### config.mk
export PLATFORM = sky130hd
export DESIGN_NAME = issue_control
export DESIGN_NICKNAME = d
export VERILOG_FILES = /design/src/rtl/issue_control_pkg.sv /design/src/rtl/issue_control_hilo_timer.sv /design/src/rtl/issue_control.sv
export SDC_FILE = /design/constraint.sdc
export NUM_CORES = 1
export LEC_CHECK = 0
export CAP_MARGIN = 10
export CORE_UTILIZATION = 50
export CTS_BUF_LIST = sky130_fd_sc_hd__clkbuf_8
export CTS_CLUSTER_SIZE = 10
export DETAILED_ROUTE_END_ITERATION = 8
export HOLD_SLACK_MARGIN = 0.06
export PLACE_DENSITY = 0.82
export SYNTH_ARGS = -nofsm -noshare
export SYNTH_HDL_FRONTEND = slang
export SYNTH_HIERARCHICAL = 1
export SYNTH_SLANG_ARGS = --single-unit
export TNS_END_PERCENT = 30
### constraint.sdc
create_clock -name clock -period 7.35 [get_ports clock]
set_clock_uncertainty 0.15 [all_clocks]
set_input_delay 1.47 -clock clock [delete_from_list [all_inputs] [get_ports clock]]
set_output_delay 1.47 -clock clock [all_outputs]
set_load 0.02 [all_outputs]
### src/rtl/issue_control_pkg.sv
// Shared CPU definitions for the issue stage: register-index width,
// multiply/divide latency defaults and the HI/LO timer state encoding.
package issue_control_pkg;

    localparam int REG_IDX_W        = 5;
    localparam int NUM_REGS         = 32;
    localparam int MULT_LAT_DEFAULT = 4;
    localparam int DIV_LAT_DEFAULT  = 32;

    typedef enum logic {
        HILO_IDLE = 1'b0,
        HILO_BUSY = 1'b1
    } hilo_state_e;

    // Counter width sized for the longer latency; kept at least one bit wide.
    function automatic int hilo_cnt_width(input int mult_lat, input int div_lat);
        int max_lat;
        max_lat = (mult_lat > div_lat) ? mult_lat : div_lat;
        return (max_lat > 1) ? $clog2(max_lat) : 1;
    endfunction

endpackage

### src/rtl/issue_control_hilo_timer.sv
// HI/LO occupancy timer: IDLE/BUSY FSM with a down-counter loaded at
// MULT/DIV issue, so busy covers exactly LAT cycles after the issue cycle.
module hilo_timer
    import issue_control_pkg::*;
#(
    parameter int MULT_LAT = MULT_LAT_DEFAULT,
    parameter int DIV_LAT  = DIV_LAT_DEFAULT
) (
    input  logic clock,
    input  logic reset,
    input  logic start_mult,
    input  logic start_div,
    output logic busy
);

    localparam int CNT_W = hilo_cnt_width(MULT_LAT, DIV_LAT);
    localparam logic [CNT_W-1:0] MULT_LOAD = CNT_W'(MULT_LAT - 1);
    localparam logic [CNT_W-1:0] DIV_LOAD  = CNT_W'(DIV_LAT - 1);

    hilo_state_e      state_q, state_d;
    logic [CNT_W-1:0] cnt_q, cnt_d;

    always_ff @(posedge clock) begin
        if (reset) begin
            state_q <= HILO_IDLE;
            cnt_q   <= '0;
        end else begin
            state_q <= state_d;
            cnt_q   <= cnt_d;
        end
    end

    always_comb begin
        state_d = state_q;
        cnt_d   = cnt_q;
        case (state_q)
            HILO_IDLE: begin
                if (start_div) begin
                    state_d = HILO_BUSY;
                    cnt_d   = DIV_LOAD;
                end else if (start_mult) begin
                    state_d = HILO_BUSY;
                    cnt_d   = MULT_LOAD;
                end
            end
            HILO_BUSY: begin
                // The zero-count cycle is still busy; leave IDLE only after it.
                if (cnt_q == '0) begin
                    state_d = HILO_IDLE;
                end else begin
                    cnt_d = cnt_q - 1'b1;
                end
            end
            default: begin
                state_d = HILO_IDLE;
                cnt_d   = '0;
            end
        endcase
    end

    assign busy = (state_q == HILO_BUSY);

endmodule

### src/rtl/issue_control.sv
// Issue stage interlock: register scoreboard for RAW hazards plus the
// HI/LO busy check; stalls decode until every source operand is ready.
module issue_control
    import issue_control_pkg::*;
#(
    parameter int MULT_LAT = MULT_LAT_DEFAULT,
    parameter int DIV_LAT  = DIV_LAT_DEFAULT
) (
    input  logic                 clock,
    input  logic                 reset,
    input  logic                 dec_valid,
    input  logic [REG_IDX_W-1:0] dec_rs,
    input  logic [REG_IDX_W-1:0] dec_rt,
    input  logic                 dec_rs_used,
    input  logic                 dec_rt_used,
    input  logic [REG_IDX_W-1:0] dec_dest,
    input  logic                 dec_dest_we,
    input  logic                 dec_mult,
    input  logic                 dec_div,
    input  logic                 dec_hilo_rd,
    input  logic                 wb_valid,
    input  logic [REG_IDX_W-1:0] wb_dest,
    input  logic                 flush,
    output logic                 issue,
    output logic                 enable_decode,
    output logic [NUM_REGS-1:0]  pending,
    output logic                 hilo_busy
);

    logic [NUM_REGS-1:0] pending_q, pending_d;
    logic                rs_hazard, rt_hazard, hilo_hazard, hazard;
    logic                set_en;

    // Hazards look only at registered state, so a same-cycle writeback
    // still stalls its consumer for this cycle.
    assign rs_hazard   = dec_rs_used && (dec_rs != '0) && pending_q[dec_rs];
    assign rt_hazard   = dec_rt_used && (dec_rt != '0) && pending_q[dec_rt];
    assign hilo_hazard = (dec_hilo_rd || dec_mult || dec_div) && hilo_busy;
    assign hazard      = dec_valid && (rs_hazard || rt_hazard || hilo_hazard);

    assign issue         = dec_valid && !hazard && !flush;
    assign enable_decode = !hazard;
    assign set_en        = issue && dec_dest_we && (dec_dest != '0);

    // Per-register next state: flush beats set, set beats writeback clear.
    generate
        for (genvar gi = 0; gi < NUM_REGS; gi++) begin : g_pending
            if (gi == 0) begin : g_zero
                assign pending_d[gi] = 1'b0;
            end else begin : g_reg
                assign pending_d[gi] =
                    flush                                                ? 1'b0 :
                    (set_en && (dec_dest == REG_IDX_W'(gi)))            ? 1'b1 :
                    (wb_valid && (wb_dest == REG_IDX_W'(gi)))           ? 1'b0 :
                    pending_q[gi];
            end
        end
    endgenerate

    always_ff @(posedge clock) begin
        if (reset) begin
            pending_q <= '0;
        end else begin
            pending_q <= pending_d;
        end
    end

    assign pending = pending_q;

    hilo_timer #(
        .MULT_LAT (MULT_LAT),
        .DIV_LAT  (DIV_LAT)
    ) u_hilo_timer (
        .clock      (clock),
        .reset      (reset),
        .start_mult (issue && dec_mult),
        .start_div  (issue && dec_div),
        .busy       (hilo_busy)
    );

endmodule

==> out/qor.yml <==
final_layout:
  multi_input_area_um2: 1560
  finalInstanceArea_um2: 3160
  nFillCells: 377
  area_growth_pct: 30.2
  final_nets: 342
  antenna_cells: 0
  register_area_um2: 741
  layout-drive-gt1-share_pct: 11.3
sta:
  layout_min_cycle_time_ns: 6.14
  clock.fmax_mhz: 163
  finalCritPeriodShare_pct: 83.5
  slew_viol_final: 0
  report.final.setup_viol: 0
  fin_worst_hold_slack_ns: 0.389
  fin_ws_ns: 1.21
  rsz0062_at_grt: "no"
  finalHoldViolations: 0
  slew_headroom_pct: 33.6
  worst_pin_slew_ns: 0.995
  finalSetupTns_ns: 0
floorplan:
  row_count: 24
  initial_core_util_pct: 53.9
  dieArea_um2: 5140
  die_w_um: 71.7
  core_um2: 4500
  io_pins: 66
  die_h_um: 71.7
route:
  wl_um: 7670
  drc: 0
  highest_layer: "met4"
  drt_iter0_drc: 314
  ant_nets: 0
  wl_per_cell_um: 21.1
  first_pass_iters: 5
  met2_length_um: 3610
  route.vias.total: 2571
  vias_per_cell: 7.08
  dr_wl_met3_um: 677
  met1Wirelength_um: 3250
logic_synthesis:
  synth_common_cells: "dfxtp_1 (37), o211ai_1 (24), o41ai_1 (22)"
  synth_most_common_cell: "dfxtp_1"
  synth-main-ff-cell: "dfxtp_1"
  yosysTopAreaCellShare_pct: 30.5
  async_reset_ff_share_pct: 0
  ys_warn_count: 6
  synth_cells: 257
  syn_area_per_cell_um2: 9.44
  synthesis.nets: 289
  synth_area_leaders: "dfxtp_1 (31%), mux4_2 (9.3%), o41ai_1 (7.9%)"
  post-synth-top-area-cell: "dfxtp_1"
  syn-cell-area_um2: 2430
  synth_cell_type_count: 49
  synth-edff-count: 0
  ys_ff_latch: 37
  yosysSeqAreaShare_pct: 30.5
global_routing:
  antenna_found_initial: 0
  grt_pass1_wl_um: 12000
  grt_use_total_pct: 30.4
  grt_overflow: 0
  first_global_vias: 2346
  grt_start_max_net_pins: 40
status:
  status: "finished, final reports clean"
worst_setup_path:
  path_cells: "clkdlybuf4s50_1 > mux4_2 > mux2_2 > a211oi_1 > o32ai_4 > nor2_1 > clkdlybuf4s50_1"
  slowest_stage: "clkdlybuf4s50_1"
  crit_family: "buffers and inverters"
  cp.required_ns: 5.73
  end_kind: "primary output"
  cpPeakStageDelay_ns: 0.82
  crit_start: "dec_rs[0]"
  rr_endpoint: "u_hilo_timer/cnt_q[0]$_SDFFE_PP0P_"
  r2r_start: "pending[9]$_SDFFE_PP0P_"
  crit_cells: 7
  crit_fanout: 10
  start_kind: "primary input"
  cp.buffers_inverters: 2
  arrival_ns: 4.52
  r2r_setup_slack_ns: 4.24
  critPathKind: "primary input to primary output"
  crit_path_end: "issue"
  cp_common_cell: "clkdlybuf4s50_1"
  rr_worst_depth: 9
clock_tree:
  numCtsBuffers: 5
  cts-hold-fix-buffers: 0
  cts_setup_buffers: 0
  cts_repair_resize_count: 0
  insertion_delay_ns: 0.29
  clk_pin_slew_worst_paths_ns: 0.08
  htreeDepth: 2
  cts_buffer_depth: 2
  numClockSinks: 37
  cts-root-buf: "clkbuf_8"
  cts_tree: "built"
placement:
  gp_congestion: 0.909
  post_dp_cell_area_um2: 3050
  port_buffers: 64
  pre_cts_ws_ns: 1.19
  hpwl_um: 5630
power:
  ir_worst_vdd_mv: 0.108
  p_leak_nw: 1.01
  pwr_density_cell_nw_per_um2: 146
worst_hold_path:
  hold_path_class: "flip-flop to flip-flop"
run:
  maxCapViolations: 0
-- placed cells by master, fill, tap and decap left out, drive strengths merged, types with 2 or more instances in the layout --
cell type      netlist  routed
o31a                 2       2
nand2               17      17
clkdlybuf4s50        0      64
nand2b               5       5
nand4                5       5
nor2                11      11
o41ai               22      22
o311ai               8       8
nand3               15      15
a21oi                7       7
o211ai              24      24
o32ai                2       2
nand3b               4       4
buf                  7       2
mux4                11      11
o31ai               11      11
o21ai                3       3
clkbuf              14       8
mux2i                6       6
inv                  8       8
dfxtp               37      37
nor2b                8       8
mux2                 6       6
a221oi               2       2
a211oi               2       2
nand4b               2       2
nor3                 5       5
-- kinds of logic (layout without fill, tap and decap cells) --
logic type,count (synthesis),count (layout),share of synthesized area (%)
other cells,1,1,0.154
flops,37,37,30.5
fa+ha+maj,1,1,0.515
mux,23,23,15.8
compound gates,88,88,29.5
buf+inv,29,83,5.72
simple gates,77,77,17.4
xor+xnor,1,1,0.361
-- per-layer routing --
| layer | track usage, % | up-vias |
|---|---|---|
| li1 | - | 1155 |
| met2 | 48.4 | 164 |
| met4 | 10.2 | 0 |
| met5 | 0 | - |
| met1 | 43.0 | 1237 |
| met3 | 3.52 | 15 |
-- worst register-to-register path, cell delays in order, from the launching register on --
cell	delay, ns
dfxtp_1	0.37
mux4_1	0.50
mux2_2	0.30
a2111oi_4	0.41
o32ai_4	0.20
nor3_1	0.38
o21bai_1	0.24
o21ai_1	0.22
nor2_1	0.07
a211oi_1	0.20
-- per-stage QoR --
stage	power [W]	utilization (%)	instances
after floorplan	0.000269	-	257
after global placement	0.000302	67.8	354
after detailed placement	0.000304	67.8	354
after CTS	0.000459	70.0	362
after global routing	0.000476	70.1	363
final	0.000460	70.1	363
-- cell type report --
cell class	count	share of cell area, %
multi-input cells	191	49.4
flip-flops and latches	37	23.4
repair buffers	67	20.9
clock buffers	7	3.05
well taps	52	2.06
inverters	8	0.950
clock inverters	1	0.158
-- how the worst min path moves through the flow --
stage                                             from                            endpoint  slack (ns)  cells past startpoint
global placement    u_hilo_timer/cnt_q[4]$_SDFFE_PP0P_  u_hilo_timer/cnt_q[4]$_SDFFE_PP0P_        0.36                      2
detailed placement  u_hilo_timer/cnt_q[0]$_SDFFE_PP0P_  u_hilo_timer/cnt_q[0]$_SDFFE_PP0P_        0.37                      1
global route        u_hilo_timer/cnt_q[0]$_SDFFE_PP0P_  u_hilo_timer/cnt_q[0]$_SDFFE_PP0P_        0.42                      1
floorplan           u_hilo_timer/cnt_q[0]$_SDFFE_PP0P_  u_hilo_timer/cnt_q[0]$_SDFFE_PP0P_        0.33                      1
finish              u_hilo_timer/cnt_q[0]$_SDFFE_PP0P_  u_hilo_timer/cnt_q[0]$_SDFFE_PP0P_        0.39                      1
CTS                 u_hilo_timer/cnt_q[0]$_SDFFE_PP0P_  u_hilo_timer/cnt_q[0]$_SDFFE_PP0P_        0.39                      1
-- power breakdown --
part | switching (W) | internal, W | leakage [nW]
Clock | 0.0000727 | 0.0000848 | 0.0542
Sequential | 0.00000468 | 0.000203 | 0.299
Combinational | 0.0000548 | 0.0000395 | 0.657
-- registers in the layout, summed over array words and instances (netlist names) --
signal / cells
pending: 31
u_hilo_timer/busy: 1
u_hilo_timer/cnt_q: 5
Power figures use the tool's default switching activity.
